**src/rtl/mips_prog_loader_if.sv**
```systemverilog
// Byte-stream ingress and memory-write egress bundle for the MIPS program loader.
// The master modport is the loader side; the slave modport is the stream source, memory and CPU side.
interface mips_prog_loader_if #(
  parameter int ADDR_W = 10
) ();

  logic              in_valid;
  logic [7:0]        in_data;
  logic              in_ready;
  logic              mem_we;
  logic [ADDR_W-1:0] mem_addr;
  logic [31:0]       mem_wdata;
  logic              busy;
  logic              done;
  logic              error;
  logic              cpu_start;
  logic [ADDR_W:0]   word_count;

  modport master (
    input  in_valid, in_data,
    output in_ready, mem_we, mem_addr, mem_wdata,
    output busy, done, error, cpu_start, word_count
  );

  modport slave (
    output in_valid, in_data,
    input  in_ready, mem_we, mem_addr, mem_wdata,
    input  busy, done, error, cpu_start, word_count
  );

endinterface

```
**src/rtl/mips_prog_loader.sv**
```systemverilog
// Loads a framed byte stream (SYNC, 16-bit count, big-endian words, XOR checksum)
// into instruction memory, then pulses cpu_start when the checksum matches.
module mips_prog_loader #(
  parameter int          ADDR_W = 10,
  parameter logic [7:0]  SYNC   = 8'hA5
) (
  input  logic             clk,
  input  logic             rst,
  mips_prog_loader_if.master bus
);

  typedef enum logic [2:0] {
    S_IDLE,
    S_CNT_H,
    S_CNT_L,
    S_DATA,
    S_WRITE,
    S_CHK
  } state_t;

  localparam logic [16:0] MAX_N = 17'(2 ** ADDR_W);

  state_t            state_q, state_d;
  logic [15:0]       n_q, n_d;
  logic [1:0]        byte_cnt_q, byte_cnt_d;
  logic [23:0]       asm_q, asm_d;
  logic [7:0]        chk_q, chk_d;
  logic [ADDR_W:0]   word_count_q, word_count_d;
  logic              in_ready_q, in_ready_d;
  logic              mem_we_q, mem_we_d;
  logic [ADDR_W-1:0] mem_addr_q, mem_addr_d;
  logic [31:0]       mem_wdata_q, mem_wdata_d;
  logic              busy_q, busy_d;
  logic              done_q, done_d;
  logic              error_q, error_d;
  logic              cpu_start_q, cpu_start_d;

  logic              accept;
  logic [15:0]       n_new;
  logic [16:0]       wc_inc;

  always_comb begin
    state_d      = state_q;
    n_d          = n_q;
    byte_cnt_d   = byte_cnt_q;
    asm_d        = asm_q;
    chk_d        = chk_q;
    word_count_d = word_count_q;
    mem_addr_d   = mem_addr_q;
    mem_wdata_d  = mem_wdata_q;
    done_d       = done_q;
    error_d      = error_q;
    cpu_start_d  = 1'b0;
    accept       = bus.in_valid && in_ready_q;
    n_new        = {n_q[15:8], bus.in_data};
    wc_inc       = 17'(word_count_q) + 17'd1;

    case (state_q)
      S_IDLE: begin
        if (accept && (bus.in_data == SYNC)) begin
          state_d      = S_CNT_H;
          done_d       = 1'b0;
          error_d      = 1'b0;
          word_count_d = '0;
          chk_d        = '0;
          byte_cnt_d   = '0;
          asm_d        = '0;
        end
      end
      S_CNT_H: begin
        if (accept) begin
          n_d     = {bus.in_data, n_q[7:0]};
          state_d = S_CNT_L;
        end
      end
      S_CNT_L: begin
        if (accept) begin
          n_d = n_new;
          // A zero-length frame or one larger than the memory is rejected before any write.
          if ((n_new == 16'd0) || ({1'b0, n_new} > MAX_N)) begin
            error_d = 1'b1;
            state_d = S_IDLE;
          end else begin
            state_d = S_DATA;
          end
        end
      end
      S_DATA: begin
        if (accept) begin
          asm_d      = {asm_q[15:0], bus.in_data};
          chk_d      = chk_q ^ bus.in_data;
          byte_cnt_d = byte_cnt_q + 2'd1;
          if (byte_cnt_q == 2'd3) begin
            state_d     = S_WRITE;
            mem_addr_d  = word_count_q[ADDR_W-1:0];
            mem_wdata_d = {asm_q, bus.in_data};
          end
        end
      end
      S_WRITE: begin
        word_count_d = word_count_q + 1'b1;
        state_d      = (wc_inc == {1'b0, n_q}) ? S_CHK : S_DATA;
      end
      S_CHK: begin
        if (accept) begin
          if (bus.in_data == chk_q) begin
            done_d      = 1'b1;
            cpu_start_d = 1'b1;
          end else begin
            error_d = 1'b1;
          end
          state_d = S_IDLE;
        end
      end
      default: state_d = S_IDLE;
    endcase

    // Handshake and strobe outputs are registered, so they follow the next state.
    in_ready_d = (state_d != S_WRITE);
    mem_we_d   = (state_d == S_WRITE);
    busy_d     = (state_d != S_IDLE);
  end

  always_ff @(posedge clk or posedge rst) begin
    if (rst) begin
      state_q      <= S_IDLE;
      n_q          <= '0;
      byte_cnt_q   <= '0;
      asm_q        <= '0;
      chk_q        <= '0;
      word_count_q <= '0;
      in_ready_q   <= 1'b0;
      mem_we_q     <= 1'b0;
      mem_addr_q   <= '0;
      mem_wdata_q  <= '0;
      busy_q       <= 1'b0;
      done_q       <= 1'b0;
      error_q      <= 1'b0;
      cpu_start_q  <= 1'b0;
    end else begin
      state_q      <= state_d;
      n_q          <= n_d;
      byte_cnt_q   <= byte_cnt_d;
      asm_q        <= asm_d;
      chk_q        <= chk_d;
      word_count_q <= word_count_d;
      in_ready_q   <= in_ready_d;
      mem_we_q     <= mem_we_d;
      mem_addr_q   <= mem_addr_d;
      mem_wdata_q  <= mem_wdata_d;
      busy_q       <= busy_d;
      done_q       <= done_d;
      error_q      <= error_d;
      cpu_start_q  <= cpu_start_d;
    end
  end

  assign bus.in_ready   = in_ready_q;
  assign bus.mem_we     = mem_we_q;
  assign bus.mem_addr   = mem_addr_q;
  assign bus.mem_wdata  = mem_wdata_q;
  assign bus.busy       = busy_q;
  assign bus.done       = done_q;
  assign bus.error      = error_q;
  assign bus.cpu_start  = cpu_start_q;
  assign bus.word_count = word_count_q;

endmodule

```
**src/flat_wrapper.sv**
```systemverilog
// flat-port wrapper written by rule: the top's interface ports become plain ports
module mips_prog_loader_flat 
#(
  parameter int          ADDR_W = 10,
  parameter logic [7:0]  SYNC   = 8'hA5
)
  (clk, rst, bus_in_valid, bus_in_data, bus_in_ready, bus_mem_we, bus_mem_addr, bus_mem_wdata, bus_busy, bus_done, bus_error, bus_cpu_start, bus_word_count);
  mips_prog_loader_if #(.ADDR_W(ADDR_W)) bus_i ();
  input  logic clk;
  input  logic rst;
  input wire logic [$bits(bus_i.in_valid)-1:0] bus_in_valid;
  input wire logic [$bits(bus_i.in_data)-1:0] bus_in_data;
  output wire logic [$bits(bus_i.in_ready)-1:0] bus_in_ready;
  output wire logic [$bits(bus_i.mem_we)-1:0] bus_mem_we;
  output wire logic [$bits(bus_i.mem_addr)-1:0] bus_mem_addr;
  output wire logic [$bits(bus_i.mem_wdata)-1:0] bus_mem_wdata;
  output wire logic [$bits(bus_i.busy)-1:0] bus_busy;
  output wire logic [$bits(bus_i.done)-1:0] bus_done;
  output wire logic [$bits(bus_i.error)-1:0] bus_error;
  output wire logic [$bits(bus_i.cpu_start)-1:0] bus_cpu_start;
  output wire logic [$bits(bus_i.word_count)-1:0] bus_word_count;
  assign bus_i.in_valid = bus_in_valid;
  assign bus_i.in_data = bus_in_data;
  assign bus_in_ready = bus_i.in_ready;
  assign bus_mem_we = bus_i.mem_we;
  assign bus_mem_addr = bus_i.mem_addr;
  assign bus_mem_wdata = bus_i.mem_wdata;
  assign bus_busy = bus_i.busy;
  assign bus_done = bus_i.done;
  assign bus_error = bus_i.error;
  assign bus_cpu_start = bus_i.cpu_start;
  assign bus_word_count = bus_i.word_count;
  mips_prog_loader #(.ADDR_W(ADDR_W), .SYNC(SYNC)) u_core (.clk(clk), .rst(rst), .bus(bus_i));
endmodule
```
**config.mk**
```make
export PLATFORM = sky130hd
export DESIGN_NAME = mips_prog_loader_flat
export DESIGN_NICKNAME = d
export VERILOG_FILES = /design/src/rtl/mips_prog_loader_if.sv /design/src/rtl/mips_prog_loader.sv /design/src/flat_wrapper.sv
export SDC_FILE = /design/constraint.sdc
export NUM_CORES = 1
export LEC_CHECK = 0
export ABC_CLOCK_PERIOD_IN_PS = 3400
export CAP_MARGIN = 20
export CORE_MARGIN = 2
export CORE_UTILIZATION = 49
export CTS_CLUSTER_DIAMETER = 150
export DETAILED_ROUTE_END_ITERATION = 12
export PLACE_DENSITY = 0.81
export SETUP_SLACK_MARGIN = 0.4
export SKIP_LAST_GASP = 1
export SLEW_MARGIN = 20
export SYNTH_ARGS = -nofsm -noshare
export SYNTH_HDL_FRONTEND = slang
export SYNTH_SLANG_ARGS = --single-unit
```
**constraint.sdc**
```tcl
create_clock -name clk -period 3.4 [get_ports clk]
set_clock_uncertainty 0.05 [all_clocks]
set_input_delay 0.68 -clock clk [delete_from_list [all_inputs] [get_ports clk]]
set_output_delay 0.68 -clock clk [all_outputs]
set_load 0.05 [all_outputs]
```
==> results of run 1 <==
==> routing by layer <==
metal  part of all wire  wire length (um)  vias up
met5                  0                 0        -
met2               0.46              5190      139
met4              0.018               196        0
met1               0.47              5200     1924
met3              0.053               587       19
li1                   -                 -     1821
==> final cells by class <==
| cell class | instances | area, um^2 | area share |
|---|---|---|---|
| Sequential cell | 112 | 2800 | 0.455 |
| Multi-Input combinational cell | 337 | 2130 | 0.346 |
| Timing Repair Buffer | 83 | 808 | 0.131 |
| Tap cell | 136 | 170 | 0.0276 |
| Clock buffer | 9 | 124 | 0.0201 |
| Clock inverter | 6 | 75.1 | 0.0122 |
| Inverter | 12 | 48.8 | 0.00793 |
==> power breakdown <==
part           total [uW]  leakage, uW  internal [uW]  switching (uW)
clock                 811    0.0000982            349             463
combinational        2660      0.00124           1050            1600
sequential           2220      0.00143           1790             437
==> through the flow <==
step	instance area [um^2]	util	instances	total power (uW)	worst slack [ns]
floorplan	5140	-	490	4100	0.918
global placement	5960	0.582	680	4780	0.435
detailed placement	5960	0.582	680	4880	0.307
CTS	6160	0.602	695	5700	0.723
global route	6160	0.602	695	6010	0.422
finish	6160	0.602	695	5690	0.680
==> cell families after synthesis <==
group,synth area share
multiplexers,0.105
buffers and inverters,0.0404
adder cells (fa/ha/maj),0.00487
AO/OA/AOI/OAI,0.110
AND/OR/NAND/NOR,0.163
XOR/XNOR,0.0307
flip-flops,0.546
==> worst max-delay path: stages <==
cell	delay, ns
clkdlybuf4s50_1	0.41
nor4_1	0.51
and2_1	0.24
nand3_1	0.21
and2_1	0.35
buf_4	0.22
o21ai_0	0.19
o21ai_0	0.12
==> placed cells by master (no fill, tap or decap), drive strengths merged, types with 5 or more instances in the layout <==
cell,synthesis,final
dfrtp,112,112
nand2,101,101
clkdlybuf4s50,0,69
o21ai,66,66
mux2,46,46
nor2,18,18
buf,7,14
inv,12,14
xnor2,13,13
nand3,12,12
clkbuf,22,9
a21oi,7,7
nor4,6,6
and2,5,5
xor2,5,5
==> sequential cells by signal, indices dropped and copies added (netlist names) <==
name,count
u_core.bus.in_ready,1
u_core.bus.done,1
u_core.bus.mem_we,1
u_core.state_q,3
u_core.bus.cpu_start,1
u_core.bus.mem_addr,10
u_core.asm_q,24
u_core.bus.busy,1
u_core.bus.word_count,11
u_core.bus.mem_wdata,32
u_core.byte_cnt_q,2
u_core.bus.error,1
u_core.n_q,16
u_core.chk_q,8
==> worst paths after layout <==
kind                                         from                  endpoint  slack [ns]  cells after the start
max                                bus_in_data[1]           u_core.chk_q[4]        0.68                      8
max in group asynchronous                     rst  u_core.bus.mem_wdata[19]        1.96                      3
min reg2reg                u_core.bus.mem_addr[8]    u_core.bus.mem_addr[8]        0.44                      2
min                        u_core.bus.mem_addr[8]    u_core.bus.mem_addr[8]        0.44                      2
min in group asynchronous                     rst         u_core.bus.mem_we        0.47                      2
max reg2reg                     u_core.state_q[2]           u_core.chk_q[4]        0.75                      8
==> flow_metrics.py, run 1 <==
metrics = {
    "detailed_routing": {
        "drcViolationCount": 0,
        "post_drt_wl_per_cell_um": 16.1,
        "firstDrtPassIters": 5,
        "via_count": 3903,
        "viasPerCell": 5.62,
        "drtIter0Drc": 301,
        "ant_nets": 0,
        "routed_wl_um": 11200,
    },
    "layout": {
        "num_antenna_cells": 0,
        "fill_cells": 834,
        "nNetsFinal": 568,
        "syn2layout_area_growth_pct": 19.9,
        "layout-drive-gt1-share": 0.159,
    },
    "power": {
        "cellPowerDensity_mw_per_mm2": 924,
        "ir_drop_mv": 0.473,
        "p_leak_uw": 0.00277,
    },
    "placement": {
        "gp_congestion": 0.905,
        "port-buffer-count": 69,
        "dp_hpwl_um": 7780,
    },
    "setup_path": {
        "crit_type": "primary input to register",
        "worst_setup_path_end_kind": "register",
        "start_kind": "primary input",
        "crit_arrival_ns": 2.93,
        "critPathRequiredTime_ns": 3.61,
        "worstPathMaxFanout": 12,
    },
    "global_route": {
        "antenna_found_initial": 0,
        "grt_pass1_vias": 3773,
        "grt_max_degree": 60,
        "grt_util_met3": 0.0368,
        "grt_pass1_wl_um": 19000,
        "grt_overflow": 0,
        "met1_usage": 0.309,
        "gr-usage-met2": 0.319,
        "track_usage": 0.213,
        "busiest_layer": "met2",
    },
    "synth": {
        "synth_seq_cells": 112,
        "yosys.area.top_type": "dfrtp_1",
        "yosysTopAreaCellShare": 0.546,
        "synth_cells": 490,
        "synthesis.nets": 503,
        "synth_area_leaders": "dfrtp_1 55%, mux2_2 10%, nand2_1 7.3%",
        "async_flop_share": 1.00,
        "avgSynthCellArea_um2": 10.5,
        "ys_warn_count": 0,
        "synth_area_mm2": 0.00513,
        "synth_most_common_cell": "dfrtp_1",
        "synth_edf_count": 0,
        "ys.flop_type": "dfrtp_1",
        "seq_area_frac_synth": 0.546,
        "synth.distinct_cells": 57,
        "synth_top_cells_by_count": "112 x dfrtp_1, 100 x nand2_1, 66 x o21ai_0, 46 x mux2_2",
    },
    "sta": {
        "min_period_ns": 2.72,
        "fmax_ghz": 0.368,
        "finalCritPeriodShare": 0.800,
        "fin_tns_setup_ns": 0,
        "relSlewSlack": 0.528,
        "rsz0062_at_grt": "false",
        "hold_slack_ns": 0.440,
        "setup_viol": 0,
        "finalHoldViolations": 0,
        "drv_slew": 0,
        "tightest_slew_ns": 0.708,
    },
    "clock_tree": {
        "htreeDepth": 3,
        "cts_resized": 0,
        "cts_root_buf": "clkbuf_8",
        "tritoncts.num_buffers": 9,
        "post_cts_buffers": 0,
        "clock_latency_ns": 0.39,
        "cts_sinks": 112,
        "hold_buffers": 0,
        "clk_pin_slew_ns": 0.10,
        "cts_tree": "done",
        "clk_path_buf_depth": 2,
    },
    "die": {
        "fp.dieW_um": 106,
        "initial_core_util": 0.502,
        "coreArea_mm2": 0.0102,
        "rows": 37,
        "fp.dieH_um": 106,
        "die_area_mm2": 0.0113,
        "ioPinCount": 70,
    },
    "flow_run": {
        "cap_viol_max_count": 0,
    },
    "hold_path": {
        "holdCritPathClass": "register to register",
    },
    "outcome": {
        "status": "finished clean",
    },
}
No activity file was read; power rests on OpenSTA's default activity.
==> run 2, diff against run 1 <==
--- a/config.mk
+++ b/config.mk
@@ -5,13 +5,13 @@
 export SDC_FILE = /design/constraint.sdc
 export NUM_CORES = 1
 export LEC_CHECK = 0
-export ABC_CLOCK_PERIOD_IN_PS = 3400
+export ABC_CLOCK_PERIOD_IN_PS = 2600
 export CAP_MARGIN = 20
 export CORE_MARGIN = 2
-export CORE_UTILIZATION = 49
+export CORE_UTILIZATION = 55
 export CTS_CLUSTER_DIAMETER = 150
 export DETAILED_ROUTE_END_ITERATION = 12
-export PLACE_DENSITY = 0.81
+export PLACE_DENSITY = 0.86
 export SETUP_SLACK_MARGIN = 0.4
 export SKIP_LAST_GASP = 1
 export SLEW_MARGIN = 20
==> constraint.sdc (replaced) <==
create_clock -name clk -period 2.6 [get_ports clk]
set_clock_uncertainty 0.05 [all_clocks]
set_input_delay 0.52 -clock clk [delete_from_list [all_inputs] [get_ports clk]]
set_output_delay 0.52 -clock clk [all_outputs]
set_load 0.05 [all_outputs]
==> run 2 against run 1 <==
  * Total power rose by 35%
  * Final cell count is 1.7% lower
  * Register-to-register slack worse by 0.21 ns
  * Wire length grew 4.2%
  * Critical path type is now register to primary output
  * Largest cell class unchanged
==> flow_metrics.py, run 2 (synthesis gave the netlist of run 1 again) <==
metrics = {
    "sta": {
        "min_period_ns": 2.14,
        "finalHoldViolations": 0,
        "setup_viol": 0,
        "fin_tns_setup_ns": 0,
        "fmax_ghz": 0.468,
        "tightest_slew_ns": 0.602,
        "relSlewSlack": 0.598,
        "drv_slew": 0,
        "rsz0062_at_grt": "false",
        "finalCritPeriodShare": 0.821,
    },
    "clock_tree": {
        "clk_pin_slew_ns": 0.11,
        "cts_sinks": 112,
        "cts_tree": "done",
        "hold_buffers": 0,
        "cts_root_buf": "clkbuf_8",
        "tritoncts.num_buffers": 9,
        "htreeDepth": 3,
        "clock_latency_ns": 0.37,
        "clk_path_buf_depth": 2,
    },
    "die": {
        "coreArea_mm2": 0.00915,
        "rows": 35,
        "ioPinCount": 70,
        "fp.dieW_um": 101,
        "initial_core_util": 0.561,
        "fp.dieH_um": 101,
        "die_area_mm2": 0.0101,
    },
    "hold_path": {
        "holdCritPathClass": "register to register",
    },
    "layout": {
        "final_core_util": 0.687,
        "num_antenna_cells": 0,
        "fin_area_mm2": 0.00629,
        "nNetsFinal": 580,
        "syn2layout_area_growth_pct": 22.5,
        "largest_reg_flops": 32,
        "most-common-layout-cells": "106 x dfrtp_1, 99 x nand2_1, 65 x o21ai_0",
        "layout-drive-gt1-share": 0.203,
        "final_common_cell": "dfrtp_1",
    },
    "detailed_routing": {
        "routed_wl_um": 11600,
        "viasPerCell": 5.87,
        "firstDrtPassIters": 7,
        "post_drt_wl_per_cell_um": 17.0,
        "ant_nets": 0,
        "via_count": 4011,
        "drtIter0Drc": 178,
        "drcViolationCount": 0,
    },
    "power": {
        "clkPwrFrac": 0.133,
        "p_leak_uw": 0.00283,
        "p_switching_uw": 3430,
        "power_frac_seq": 0.380,
        "power.internal_uw": 4240,
        "ir_drop_mv": 0.642,
        "cellPowerDensity_mw_per_mm2": 1220,
        "p_comb_frac": 0.487,
        "power_switching_share": 0.447,
    },
    "global_route": {
        "grt_pass1_vias": 3789,
        "antenna_found_initial": 0,
        "track_usage": 0.241,
        "grt_max_degree": 113,
        "grt_overflow": 0,
        "grt_pass1_wl_um": 19000,
    },
    "setup_path": {
        "crit_arrival_ns": 1.57,
        "start_kind": "register",
        "worst_setup_path_end_kind": "primary output",
        "critPathMaxStageDelay_ns": 0.81,
        "path_buf_inv": 1,
        "crit_type": "register to primary output",
        "worstPathMaxFanout": 2,
        "slowest_stage": "clkdlybuf4s50_1",
        "crit_family": "buffers and inverters",
        "critPathRequiredTime_ns": 2.03,
        "cp_cell_sequence": "clkdlybuf4s50_1",
    },
    "flow_run": {
        "cap_viol_max_count": 0,
    },
    "placement": {
        "dp_hpwl_um": 7840,
        "port-buffer-count": 69,
        "gp_congestion": 0.909,
        "place_area_mm2": 0.00600,
    },
    "outcome": {
        "status": "finished clean",
    },
}
==> run 2: timing repair <==
item,in CTS,in global routing
gates resized for setup,11,14
endpoints found under the setup margin,15,30
pin swaps,0,6
buffers inserted,2,4
==> run 2: area by class of cell <==
class,count,area (um^2)
clock buffers,10,138
clock inverters,6,56.3
fillers,659,2860
inverters,12,48.8
multi-input cells,337,2200
flip-flops and latches,112,2810
well taps,111,139
repair buffers,95,901
==> run 2: worst paths after layout <==
kind	start	to	slack [ns]	depth (start not counted)
setup / recovery	u_core.bus.mem_wdata[14]	bus_mem_wdata[14]	0.46	1
min in group asynchronous	rst	u_core.bus.mem_addr[7]	0.60	3
hold / removal	u_core.bus.mem_addr[8]	u_core.bus.mem_addr[8]	0.44	2
hold reg to reg	u_core.bus.mem_addr[8]	u_core.bus.mem_addr[8]	0.44	2
setup reg to reg	u_core.bus.word_count[1]	u_core.state_q[2]	0.54	8
max in group asynchronous	rst	u_core.bus.word_count[6]	1.42	3
==> run 2: power by group through the flow <==
stage               logic, uW  registers [uW]  clock network (uW)
global route             4010            3000                1090
CTS                      3510            2890                1030
finish                   3740            2910                1020
global placement         3390            2910                   0
floorplan                1690            3700                   0
detailed placement       3480            2940                   0
==> run 2: metal layers <==
layer	global-route usage	vias up	routed length, um
li1	-	1853	-
met1	0.343	1944	5090
met2	0.378	183	5480
met3	0.0368	31	791
met4	0.0864	0	282
met5	0	-	0
==> run 2: through the flow <==
stage / total power, uW / instances / hold slack (ns) / setup WS [ns]
5_1_grt: 8100 / 683 / 0.475 / 0.390
3_5_place_dp: 6420 / 661 / 0.422 / -0.132
4_1_cts: 7440 / 679 / 0.447 / 0.412
6_report: 7670 / 683 / 0.442 / 0.465
3_3_place_gp: 6310 / 661 / 0.409 / -0.0862
2_1_floorplan: 5390 / 490 / 0.396 / 0.405
